===== src/rtl/dmac_ctrl_arbiter_if.sv =====
// Control-bus bundle between the per-core ports, the arbiter and the DMA control target.
// Latency: none (wires only).
// Backpressure: req/gnt handshake on both sides; responses are never stalled.
interface dmac_ctrl_arbiter_if #(
  parameter int NB_CORES   = 2,
  parameter int ADDR_WIDTH = 32,
  parameter int DATA_WIDTH = 32,
  parameter int BE_WIDTH   = DATA_WIDTH / 8,
  parameter int ID_WIDTH   = 5
);
  // core side, flattened per core
  logic [NB_CORES-1:0]            slv_req;
  logic [NB_CORES*ADDR_WIDTH-1:0] slv_add;
  logic [NB_CORES-1:0]            slv_wen;
  logic [NB_CORES*BE_WIDTH-1:0]   slv_be;
  logic [NB_CORES*DATA_WIDTH-1:0] slv_wdata;
  logic [NB_CORES*ID_WIDTH-1:0]   slv_id;
  logic [NB_CORES-1:0]            slv_gnt;
  logic [NB_CORES-1:0]            slv_r_valid;
  logic [DATA_WIDTH-1:0]          slv_r_rdata;
  logic [ID_WIDTH-1:0]            slv_r_id;

  // DMA control target side
  logic                           mst_req;
  logic [ADDR_WIDTH-1:0]          mst_add;
  logic                           mst_wen;
  logic [BE_WIDTH-1:0]            mst_be;
  logic [DATA_WIDTH-1:0]          mst_wdata;
  logic [ID_WIDTH-1:0]            mst_id;
  logic                           mst_gnt;
  logic                           mst_r_valid;
  logic [DATA_WIDTH-1:0]          mst_r_rdata;
  logic [ID_WIDTH-1:0]            mst_r_id;

  // arbiter view: serves the cores, drives the DMA target
  modport slave (
    input  slv_req, slv_add, slv_wen, slv_be, slv_wdata, slv_id,
    output slv_gnt, slv_r_valid, slv_r_rdata, slv_r_id,
    output mst_req, mst_add, mst_wen, mst_be, mst_wdata, mst_id,
    input  mst_gnt, mst_r_valid, mst_r_rdata, mst_r_id
  );

  // environment view: the cores plus the DMA control target
  modport master (
    output slv_req, slv_add, slv_wen, slv_be, slv_wdata, slv_id,
    input  slv_gnt, slv_r_valid, slv_r_rdata, slv_r_id,
    input  mst_req, mst_add, mst_wen, mst_be, mst_wdata, mst_id,
    output mst_gnt, mst_r_valid, mst_r_rdata, mst_r_id
  );
endinterface


===== src/rtl/dmac_ctrl_arbiter.sv =====
// Round-robin, lock-on-stall arbiter sharing the DMA control target among NB_CORES cores.
// Latency: 0 cycles for request/grant and for response routing (pure pass-through).
// Backpressure: a stalled winner is held until granted; requests stall while OUTSTND are unanswered.
module dmac_ctrl_arbiter #(
  parameter int NB_CORES   = 2,
  parameter int ADDR_WIDTH = 32,
  parameter int DATA_WIDTH = 32,
  parameter int BE_WIDTH   = DATA_WIDTH / 8,
  parameter int ID_WIDTH   = 5,
  parameter int OUTSTND    = 4
) (
  input  logic                clk_i,
  input  logic                rst_ni,
  dmac_ctrl_arbiter_if.slave  bus,
  output logic                busy_o,
  output logic                err_o
);
  localparam int IDX_W = $clog2(NB_CORES);
  localparam int PTR_W = $clog2(OUTSTND);
  localparam int CNT_W = PTR_W + 1;

  logic [IDX_W-1:0] rr_ptr;
  logic [IDX_W-1:0] lock_idx;
  logic             lock;
  logic [IDX_W-1:0] winner;
  logic [IDX_W-1:0] cand;
  logic [IDX_W-1:0] next_ptr;
  logic             have_req;
  logic             hs;
  logic             pop;
  logic             fifo_full;
  logic             fifo_empty;
  logic [IDX_W-1:0] head;

  // route FIFO: index of the core owning each granted-but-unanswered request
  logic [IDX_W-1:0] route_mem [OUTSTND];
  logic [PTR_W-1:0] wr_ptr;
  logic [PTR_W-1:0] rd_ptr;
  logic [CNT_W-1:0] count;

  assign fifo_full  = (count == CNT_W'(OUTSTND));
  assign fifo_empty = (count == '0);
  assign head       = route_mem[rd_ptr];
  assign busy_o     = !fifo_empty;

  // pick the winner: a locked core keeps the bus, else first requester at or after rr_ptr
  always_comb begin
    winner   = rr_ptr;
    cand     = rr_ptr;
    have_req = 1'b0;
    if (lock) begin
      winner   = lock_idx;
      have_req = 1'b1;
    end else begin
      // walk downward so the closest requester to rr_ptr is assigned last
      for (int k = NB_CORES - 1; k >= 0; k--) begin
        cand = IDX_W'((int'(rr_ptr) + k) % NB_CORES);
        if (bus.slv_req[cand]) begin
          winner   = cand;
          have_req = 1'b1;
        end
      end
    end
    next_ptr = IDX_W'((int'(winner) + 1) % NB_CORES);
  end

  // a full route FIFO blocks the request so no response can lose its owner
  assign bus.mst_req = have_req && !fifo_full;
  assign hs          = bus.mst_req && bus.mst_gnt;
  assign pop         = bus.mst_r_valid && !fifo_empty;

  assign bus.slv_r_rdata = bus.mst_r_rdata;
  assign bus.slv_r_id    = bus.mst_r_id;

  // mux winner fields to the target, return grant to winner and response to FIFO head
  always_comb begin
    bus.mst_add     = '0;
    bus.mst_wen     = 1'b0;
    bus.mst_be      = '0;
    bus.mst_wdata   = '0;
    bus.mst_id      = '0;
    bus.slv_gnt     = '0;
    bus.slv_r_valid = '0;
    for (int c = 0; c < NB_CORES; c++) begin
      if (winner == IDX_W'(c)) begin
        bus.mst_add   = bus.slv_add[c*ADDR_WIDTH +: ADDR_WIDTH];
        bus.mst_wen   = bus.slv_wen[c];
        bus.mst_be    = bus.slv_be[c*BE_WIDTH +: BE_WIDTH];
        bus.mst_wdata = bus.slv_wdata[c*DATA_WIDTH +: DATA_WIDTH];
        bus.mst_id    = bus.slv_id[c*ID_WIDTH +: ID_WIDTH];
        bus.slv_gnt[c] = hs;
      end
      if (head == IDX_W'(c)) begin
        bus.slv_r_valid[c] = pop;
      end
    end
  end

  // round-robin pointer and stall lock
  always_ff @(posedge clk_i) begin
    if (!rst_ni) begin
      rr_ptr   <= '0;
      lock     <= 1'b0;
      lock_idx <= '0;
    end else if (hs) begin
      rr_ptr <= next_ptr;
      lock   <= 1'b0;
    end else if (bus.mst_req) begin
      lock     <= 1'b1;
      lock_idx <= winner;
    end
  end

  // route FIFO storage, no reset needed since count gates every read
  always_ff @(posedge clk_i) begin
    if (hs) begin
      route_mem[wr_ptr] <= winner;
    end
  end

  // route FIFO pointers and occupancy
  always_ff @(posedge clk_i) begin
    if (!rst_ni) begin
      wr_ptr <= '0;
      rd_ptr <= '0;
      count  <= '0;
    end else begin
      if (hs) begin
        wr_ptr <= wr_ptr + 1'b1;
      end
      if (pop) begin
        rd_ptr <= rd_ptr + 1'b1;
      end
      case ({hs, pop})
        2'b10:   count <= count + 1'b1;
        2'b01:   count <= count - 1'b1;
        default: count <= count;
      endcase
    end
  end

  // sticky error: a response arrived that nobody is waiting for
  always_ff @(posedge clk_i) begin
    if (!rst_ni) begin
      err_o <= 1'b0;
    end else if (bus.mst_r_valid && fifo_empty) begin
      err_o <= 1'b1;
    end
  end
endmodule


===== src/flat_wrapper.sv =====
// flat-port wrapper written by rule: the top's interface ports become plain ports
module dmac_ctrl_arbiter_flat 
#(
  parameter int NB_CORES   = 2,
  parameter int ADDR_WIDTH = 32,
  parameter int DATA_WIDTH = 32,
  parameter int BE_WIDTH   = DATA_WIDTH / 8,
  parameter int ID_WIDTH   = 5,
  parameter int OUTSTND    = 4
)
  (clk_i, rst_ni, busy_o, err_o, bus_slv_req, bus_slv_add, bus_slv_wen, bus_slv_be, bus_slv_wdata, bus_slv_id, bus_slv_gnt, bus_slv_r_valid, bus_slv_r_rdata, bus_slv_r_id, bus_mst_req, bus_mst_add, bus_mst_wen, bus_mst_be, bus_mst_wdata, bus_mst_id, bus_mst_gnt, bus_mst_r_valid, bus_mst_r_rdata, bus_mst_r_id);
  dmac_ctrl_arbiter_if #(.NB_CORES(NB_CORES), .ADDR_WIDTH(ADDR_WIDTH), .DATA_WIDTH(DATA_WIDTH), .BE_WIDTH(BE_WIDTH), .ID_WIDTH(ID_WIDTH)) bus_i ();
  input  logic clk_i;
  input  logic rst_ni;
  output logic busy_o;
  output logic err_o;
  input wire logic [$bits(bus_i.slv_req)-1:0] bus_slv_req;
  input wire logic [$bits(bus_i.slv_add)-1:0] bus_slv_add;
  input wire logic [$bits(bus_i.slv_wen)-1:0] bus_slv_wen;
  input wire logic [$bits(bus_i.slv_be)-1:0] bus_slv_be;
  input wire logic [$bits(bus_i.slv_wdata)-1:0] bus_slv_wdata;
  input wire logic [$bits(bus_i.slv_id)-1:0] bus_slv_id;
  output wire logic [$bits(bus_i.slv_gnt)-1:0] bus_slv_gnt;
  output wire logic [$bits(bus_i.slv_r_valid)-1:0] bus_slv_r_valid;
  output wire logic [$bits(bus_i.slv_r_rdata)-1:0] bus_slv_r_rdata;
  output wire logic [$bits(bus_i.slv_r_id)-1:0] bus_slv_r_id;
  output wire logic [$bits(bus_i.mst_req)-1:0] bus_mst_req;
  output wire logic [$bits(bus_i.mst_add)-1:0] bus_mst_add;
  output wire logic [$bits(bus_i.mst_wen)-1:0] bus_mst_wen;
  output wire logic [$bits(bus_i.mst_be)-1:0] bus_mst_be;
  output wire logic [$bits(bus_i.mst_wdata)-1:0] bus_mst_wdata;
  output wire logic [$bits(bus_i.mst_id)-1:0] bus_mst_id;
  input wire logic [$bits(bus_i.mst_gnt)-1:0] bus_mst_gnt;
  input wire logic [$bits(bus_i.mst_r_valid)-1:0] bus_mst_r_valid;
  input wire logic [$bits(bus_i.mst_r_rdata)-1:0] bus_mst_r_rdata;
  input wire logic [$bits(bus_i.mst_r_id)-1:0] bus_mst_r_id;
  assign bus_i.slv_req = bus_slv_req;
  assign bus_i.slv_add = bus_slv_add;
  assign bus_i.slv_wen = bus_slv_wen;
  assign bus_i.slv_be = bus_slv_be;
  assign bus_i.slv_wdata = bus_slv_wdata;
  assign bus_i.slv_id = bus_slv_id;
  assign bus_slv_gnt = bus_i.slv_gnt;
  assign bus_slv_r_valid = bus_i.slv_r_valid;
  assign bus_slv_r_rdata = bus_i.slv_r_rdata;
  assign bus_slv_r_id = bus_i.slv_r_id;
  assign bus_mst_req = bus_i.mst_req;
  assign bus_mst_add = bus_i.mst_add;
  assign bus_mst_wen = bus_i.mst_wen;
  assign bus_mst_be = bus_i.mst_be;
  assign bus_mst_wdata = bus_i.mst_wdata;
  assign bus_mst_id = bus_i.mst_id;
  assign bus_i.mst_gnt = bus_mst_gnt;
  assign bus_i.mst_r_valid = bus_mst_r_valid;
  assign bus_i.mst_r_rdata = bus_mst_r_rdata;
  assign bus_i.mst_r_id = bus_mst_r_id;
  dmac_ctrl_arbiter #(.NB_CORES(NB_CORES), .ADDR_WIDTH(ADDR_WIDTH), .DATA_WIDTH(DATA_WIDTH), .BE_WIDTH(BE_WIDTH), .ID_WIDTH(ID_WIDTH), .OUTSTND(OUTSTND)) u_core (.clk_i(clk_i), .rst_ni(rst_ni), .bus(bus_i), .busy_o(busy_o), .err_o(err_o));
endmodule

===== config.mk =====
export PLATFORM = sky130hd
export DESIGN_NAME = dmac_ctrl_arbiter_flat
export DESIGN_NICKNAME = d
export VERILOG_FILES = /design/src/rtl/dmac_ctrl_arbiter_if.sv /design/src/rtl/dmac_ctrl_arbiter.sv /design/src/flat_wrapper.sv
export SDC_FILE = /design/constraint.sdc
export NUM_CORES = 1
export LEC_CHECK = 0
export BUFFER_PORTS_ARGS = -buffer_cell sky130_fd_sc_hd__buf_2
export CAP_MARGIN = 10
export CORE_AREA = 2 2 121 123
export DETAILED_ROUTE_END_ITERATION = 7
export DIE_AREA = 0 0 123 125
export PLACE_DENSITY = 0.5
export SYNTH_ARGS = -nofsm -noshare
export SYNTH_HDL_FRONTEND = slang
export SYNTH_SLANG_ARGS = --single-unit

===== constraint.sdc =====
create_clock -name clk_i -period 2.6 [get_ports clk_i]
set_input_delay 0.26 -clock clk_i [delete_from_list [all_inputs] [get_ports clk_i]]
set_output_delay 0.26 -clock clk_i [all_outputs]
set_load 0.005 [all_outputs]

==> impl_metrics.yaml, run 1 <==
outcome:
  status: "finished clean"
layout:
  drive_gt1_share_pct: 80.4
  layout-area-overhead-vs-synth_pct: 56.5
  multi_input_area_um2: 1280
  regArea_um2: 382
  nNetsFinal: 596
  n_antenna_cell: 0
  post-route-util_pct: 22.6
  fill_cells: 1550
  fin_area_um2: 3210
clocking:
  htreeDepth: 1
  cts_tree: "built"
  clk_latency_ns: 0.25
  path_clk_slew_ns: 0.05
  cts_buffer_depth: 2
  numCtsBuffers: 3
  cts_sinks: 17
  cts_root_buf: "clkbuf_16"
  postCtsHoldBufs: 0
synth:
  ys.flop_type: "dfxtp_1"
  synth_commonest_cells: "mux2_2 (58), buf_4 (37), mux2_4 (16), nor2_1 (14), dfxtp_1 (13)"
  yosysMostFrequentCell: "mux2_2"
  syn_inst: 206
  synth_seq_area_share_pct: 18.5
  syn_nets: 403
  synth_area_leaders: "mux2_2 (32%), buf_4 (14%), dfxtp_1 (13%)"
  synthesis.area_um2: 2050
  ys_warn_count: 0
  synth_seq_cells: 17
  synth_top_area_share_pct: 31.8
  synth_area_per_cell_um2: 9.97
  yosysTopAreaCell: "mux2_2"
  synthArstFlopShare_pct: 0
  synth_edf_count: 4
  ys_types: 29
worst_hold_path:
  hold_path_depth: 3
  min_path_type: "input port to flip-flop"
detailed_routing:
  drc: 0
  drt-initial-drc-count: 83
  drt-total-wl_um: 7990
  wl_per_cell_um: 13.7
  vias_per_cell: 3.76
  vias: 2189
  first_pass_iters: 4
  ant_nets: 0
grt:
  grt_pass1_vias: 2199
  track_usage_pct: 9.36
  grt_pass1_wl_um: 11100
  antenna_found_initial: 1
  grt_overflow: 0
  grt_max_degree: 44
place:
  portBuffers: 234
  place.gp.congestion: 0.770
  place_area_um2: 3130
  post-dp-hpwl_um: 7190
critical_path:
  crit_path_start_kind: "flip-flop"
  cp.depth: 9
  cp_max_fo: 7
  criticalPathCategory: "flip-flop to flip-flop"
  crit_path_end_kind: "flip-flop"
  cp.arrival_ns: 2.55
  worst-r2r-cell-count: 9
  cp.required_ns: 2.77
  worst-path-buf-inv: 2
  cp_cell_sequence: "or3b_2, and3_4, clkinv_2, ha_1, inv_1, fa_1, xor2_1, or3_1, a21oi_1"
  slowest_delay_ns: 0.48
  critical_path.top_delay_family: "simple AND/OR/NAND/NOR gates"
  cp_slowest_cell: "or3b_2"
sta:
  relSlewSlack_pct: 71.1
  rsz0062_at_grt: "no"
  period_needed_ns: 2.38
  finalCritPeriodShare_pct: 91.5
  clock_skew_ns: 0.00130
  slew_viol_final: 0
  tns_ns: 0
  worst_slew_pin_slew_ns: 0.433
  fmax_mhz: 420
  finalSetupViolations: 0
  hold_viol: 0
  fin_hold_ws_ns: 0.272
job:
  maxCapViolCount: 0
floorplan:
  coreArea_um2: 14200
  rows: 44
  die_x_um: 123
  floorplan.initialDensity_pct: 14.5
  ios: 309
  fp.dieArea_um2: 15400
  die_h_um: 125
power:
  vdd_drop_max_v: 0.000211
  power.total_mw: 1.70
  power_density_nw_per_um2: 529
  power.leakage_nw: 1.69
## cells in the final DEF (no fill, tap or decap), types with 2 or more instances in the layout
cell type	netlist	final
a211oi_1	2	2
ha_1	5	5
edfxtp_1	4	4
xnor2_1	2	2
nor2_1	14	14
nand2_1	4	4
nor3_1	3	3
a21oi_1	6	6
clkinv_2	1	2
inv_1	10	10
clkbuf_16	0	3
or3_1	2	2
buf_2	6	234
mux2_2	58	58
mux2_4	16	16
dfxtp_1	13	12
and2_1	5	5
xor2_1	3	3
## where the power goes
group	total (mW)	internal, mW	leakage (nW)	switching [mW]
Clock	0.306	0.206	0.0409	0.100
Sequential	0.396	0.340	0.145	0.0555
Combinational	0.999	0.566	1.51	0.433
## repair_timing
action,in CTS,in global routing
resized for setup,0,3
buffers inserted,0,0
endpoints found under the setup margin,0,1
## worst reg2reg max path, stage by stage, from the launching register on
cell,delay [ns]
dfxtp_1,0.35
or3b_2,0.48
and3_4,0.21
clkinv_2,0.07
ha_1,0.18
inv_1,0.06
fa_1,0.37
xor2_1,0.15
or3_1,0.30
a21oi_1,0.14
## stage by stage
stage	setup slack, ns	cells
floorplan	0.242	206
global placement	0.202	578
detailed placement	0.122	578
CTS	0.113	582
global route	0.0635	582
finish	0.222	582
## final cells by class
class                           instances  share of cell area, %
Inverter                               11                   1.32
Sequential cell                        17                   11.9
Clock inverter                          1                  0.156
Multi-Input combinational cell        130                   39.9
Timing Repair Buffer                  236                   37.3
Clock buffer                            3                   2.34
Tap cell                              184                   7.16
## per-layer routing
layer / global-route usage, % / up-vias / part of all wire, %
met5: 0 / - / 0
met4: 1.07 / 0 / 0.39
met3: 3.15 / 7 / 11
met2: 17.3 / 157 / 50
met1: 10.6 / 971 / 38
li1: - / 1054 / -
## logic make-up after synthesis
group                    after synthesis  share of synthesized area, %
AO/OA/AOI/OAI                         12                          3.78
XOR/XNOR                               5                          2.13
adder cells (fa/ha/maj)                6                          4.02
buffers and inverters                 59                          19.4
flip-flops                            17                          18.5
multiplexers                          75                          44.6
AND/OR/NAND/NOR                       32                          7.55
## final timing paths
path | end | slack [ns] | startpoint
worst max register to register | u_core.count[2]$_SDFFE_PN0P_ | 0.22 | u_core.count[0]$_SDFFE_PN0P_
worst min register to register | u_core.err_o$_SDFFE_PN0P_ | 0.48 | u_core.err_o$_SDFFE_PN0P_
worst max-delay path | u_core.count[2]$_SDFFE_PN0P_ | 0.22 | u_core.count[0]$_SDFFE_PN0P_
worst min-delay path | u_core.err_o$_SDFFE_PN0P_ | 0.27 | bus_mst_r_valid
Note: power is estimated with default switching activity, not from simulation.
==> inputs of run 2 (changes only) <==
Settings changed: CELL_PAD_IN_SITES_DETAIL_PLACEMENT from default to 1, CELL_PAD_IN_SITES_GLOBAL_PLACEMENT from default to 1, CORE_AREA 2 2 121 123 to 2 2 120 122, DIE_AREA 0 0 123 125 to 0 0 122 124, PLACE_DENSITY 0.5 to 0.73.
==> impl_metrics.yaml, run 2 (same netlist as run 1, synthesis figures left out) <==
sta:
  slew_viol_final: 0
  period_needed_ns: 2.46
  relSlewSlack_pct: 66.7
  finalSetupViolations: 0
  rsz0062_at_grt: "no"
  hold_viol: 0
  finalCritPeriodShare_pct: 94.5
  clock_skew_ns: 0.00291
  worst_slew_pin_slew_ns: 0.500
  fmax_mhz: 407
  tns_ns: 0
  fin_hold_ws_ns: 0.281
layout:
  layout-area-overhead-vs-synth_pct: 57.1
  final_common_cell: "buf_2"
  regArea_um2: 382
  layout_common_cells: "buf_2 (234), mux2_2 (58), mux2_4 (16)"
  nNetsFinal: 596
  final_cells: 580
  multi_input_area_um2: 1280
  drive_gt1_share_pct: 80.4
  fill_cells: 1704
critical_path:
  cp.required_ns: 2.77
  crit_path_end_kind: "flip-flop"
  criticalPathCategory: "flip-flop to flip-flop"
  crit_start: "u_core.count[0]$_SDFFE_PN0P_"
  cp_max_fo: 7
  crit_path_start_kind: "flip-flop"
  rr_startpoint: "u_core.count[0]$_SDFFE_PN0P_"
  cp.arrival_ns: 2.63
detailed_routing:
  drc: 0
  drt-total-wl_um: 10500
  drt-initial-drc-count: 23
  ant_nets: 0
  vias: 2240
  vias_per_cell: 3.86
  wl_per_cell_um: 18.1
  first_pass_iters: 3
grt:
  antenna_found_initial: 5
  grt_overflow: 0
  track_usage_pct: 12.3
  grt_pass1_vias: 2311
  grt_pass1_wl_um: 13700
  grt_max_degree: 35
clocking:
  htreeDepth: 1
  cts_root_buf: "clkbuf_16"
  cts_buffer_depth: 2
  cts_tree: "built"
  postCtsSetupBuffers: 0
  clk_latency_ns: 0.25
  cts_sinks: 17
  numCtsBuffers: 3
  path_clk_slew_ns: 0.05
floorplan:
  ios: 309
  rows: 43
  die_x_um: 122
  die_h_um: 124
  coreArea_um2: 13700
  fp.dieArea_um2: 15100
  floorplan.initialDensity_pct: 15.0
place:
  place_inst: 574
  place.gp.congestion: 0.822
  portBuffers: 234
  post-dp-hpwl_um: 9550
power:
  power.leakage_nw: 1.70
  power_density_nw_per_um2: 544
  vdd_drop_max_v: 0.000257
  power.total_mw: 1.76
outcome:
  status: "finished clean"
job:
  maxCapViolCount: 0
worst_hold_path:
  hp-start: "bus_mst_r_valid"
  min_path_type: "input port to flip-flop"
## run 2: routing by layer
layer  GRT usage [%]  wire (µm)  up-vias
li1                -          -     1058
met2            22.5       5460      161
met5               0          8        -
met4            1.01         46        2
met1            14.0       3910     1011
met3            5.13       1060        8
## run 2: where the power goes
part / leakage [nW] / total, mW / internal, mW / switching (mW)
logic: 1.51 / 1.05 / 0.576 / 0.477
registers: 0.145 / 0.398 / 0.340 / 0.0579
clock network: 0.0409 / 0.304 / 0.206 / 0.0989
total: 1.70 / 1.76 / 1.12 / 0.634
## run 2: through the flow
stage,util [%],setup WS [ns],instance area [µm²]
after global routing,23.5,0.00880,3220
after floorplan,-,0.242,2050
after CTS,23.4,0.0527,3220
final,23.5,0.142,3230
after detailed placement,22.9,0.0818,3140
after global placement,22.9,0.199,3140
## run 2: critical path: stages (launching register included)
cell,delay [ns]
dfxtp_1,0.36
or3b_2,0.49
and3_4,0.21
clkinv_2,0.07
ha_1,0.19
inv_1,0.08
fa_1,0.37
xor2_1,0.16
or3_1,0.32
a21oi_1,0.14
## run 2: worst paths after layout
| kind | to | slack, ns | depth (start not counted) |
|---|---|---|---|
| max | u_core.count[2]$_SDFFE_PN0P_ | 0.14 | 9 |
| min | u_core.err_o$_SDFFE_PN0P_ | 0.28 | 3 |
| min reg2reg | u_core.err_o$_SDFFE_PN0P_ | 0.47 | 2 |
| max reg2reg | u_core.count[2]$_SDFFE_PN0P_ | 0.14 | 9 |
## run 2: timing repair
action                     in CTS  in global routing
hold buffers                    0                  0
resized for setup               0                  3
setup endpoints to repair       0                  1
## run 2: area by class of cell
type	instances	area share, %
clock buffers	3	2.33
well taps	180	6.98
multi-input cells	130	39.7
inverters	11	1.32
diodes	2	0.155
flip-flops and latches	17	11.8
clock inverters	1	0.155
repair buffers	236	37.5
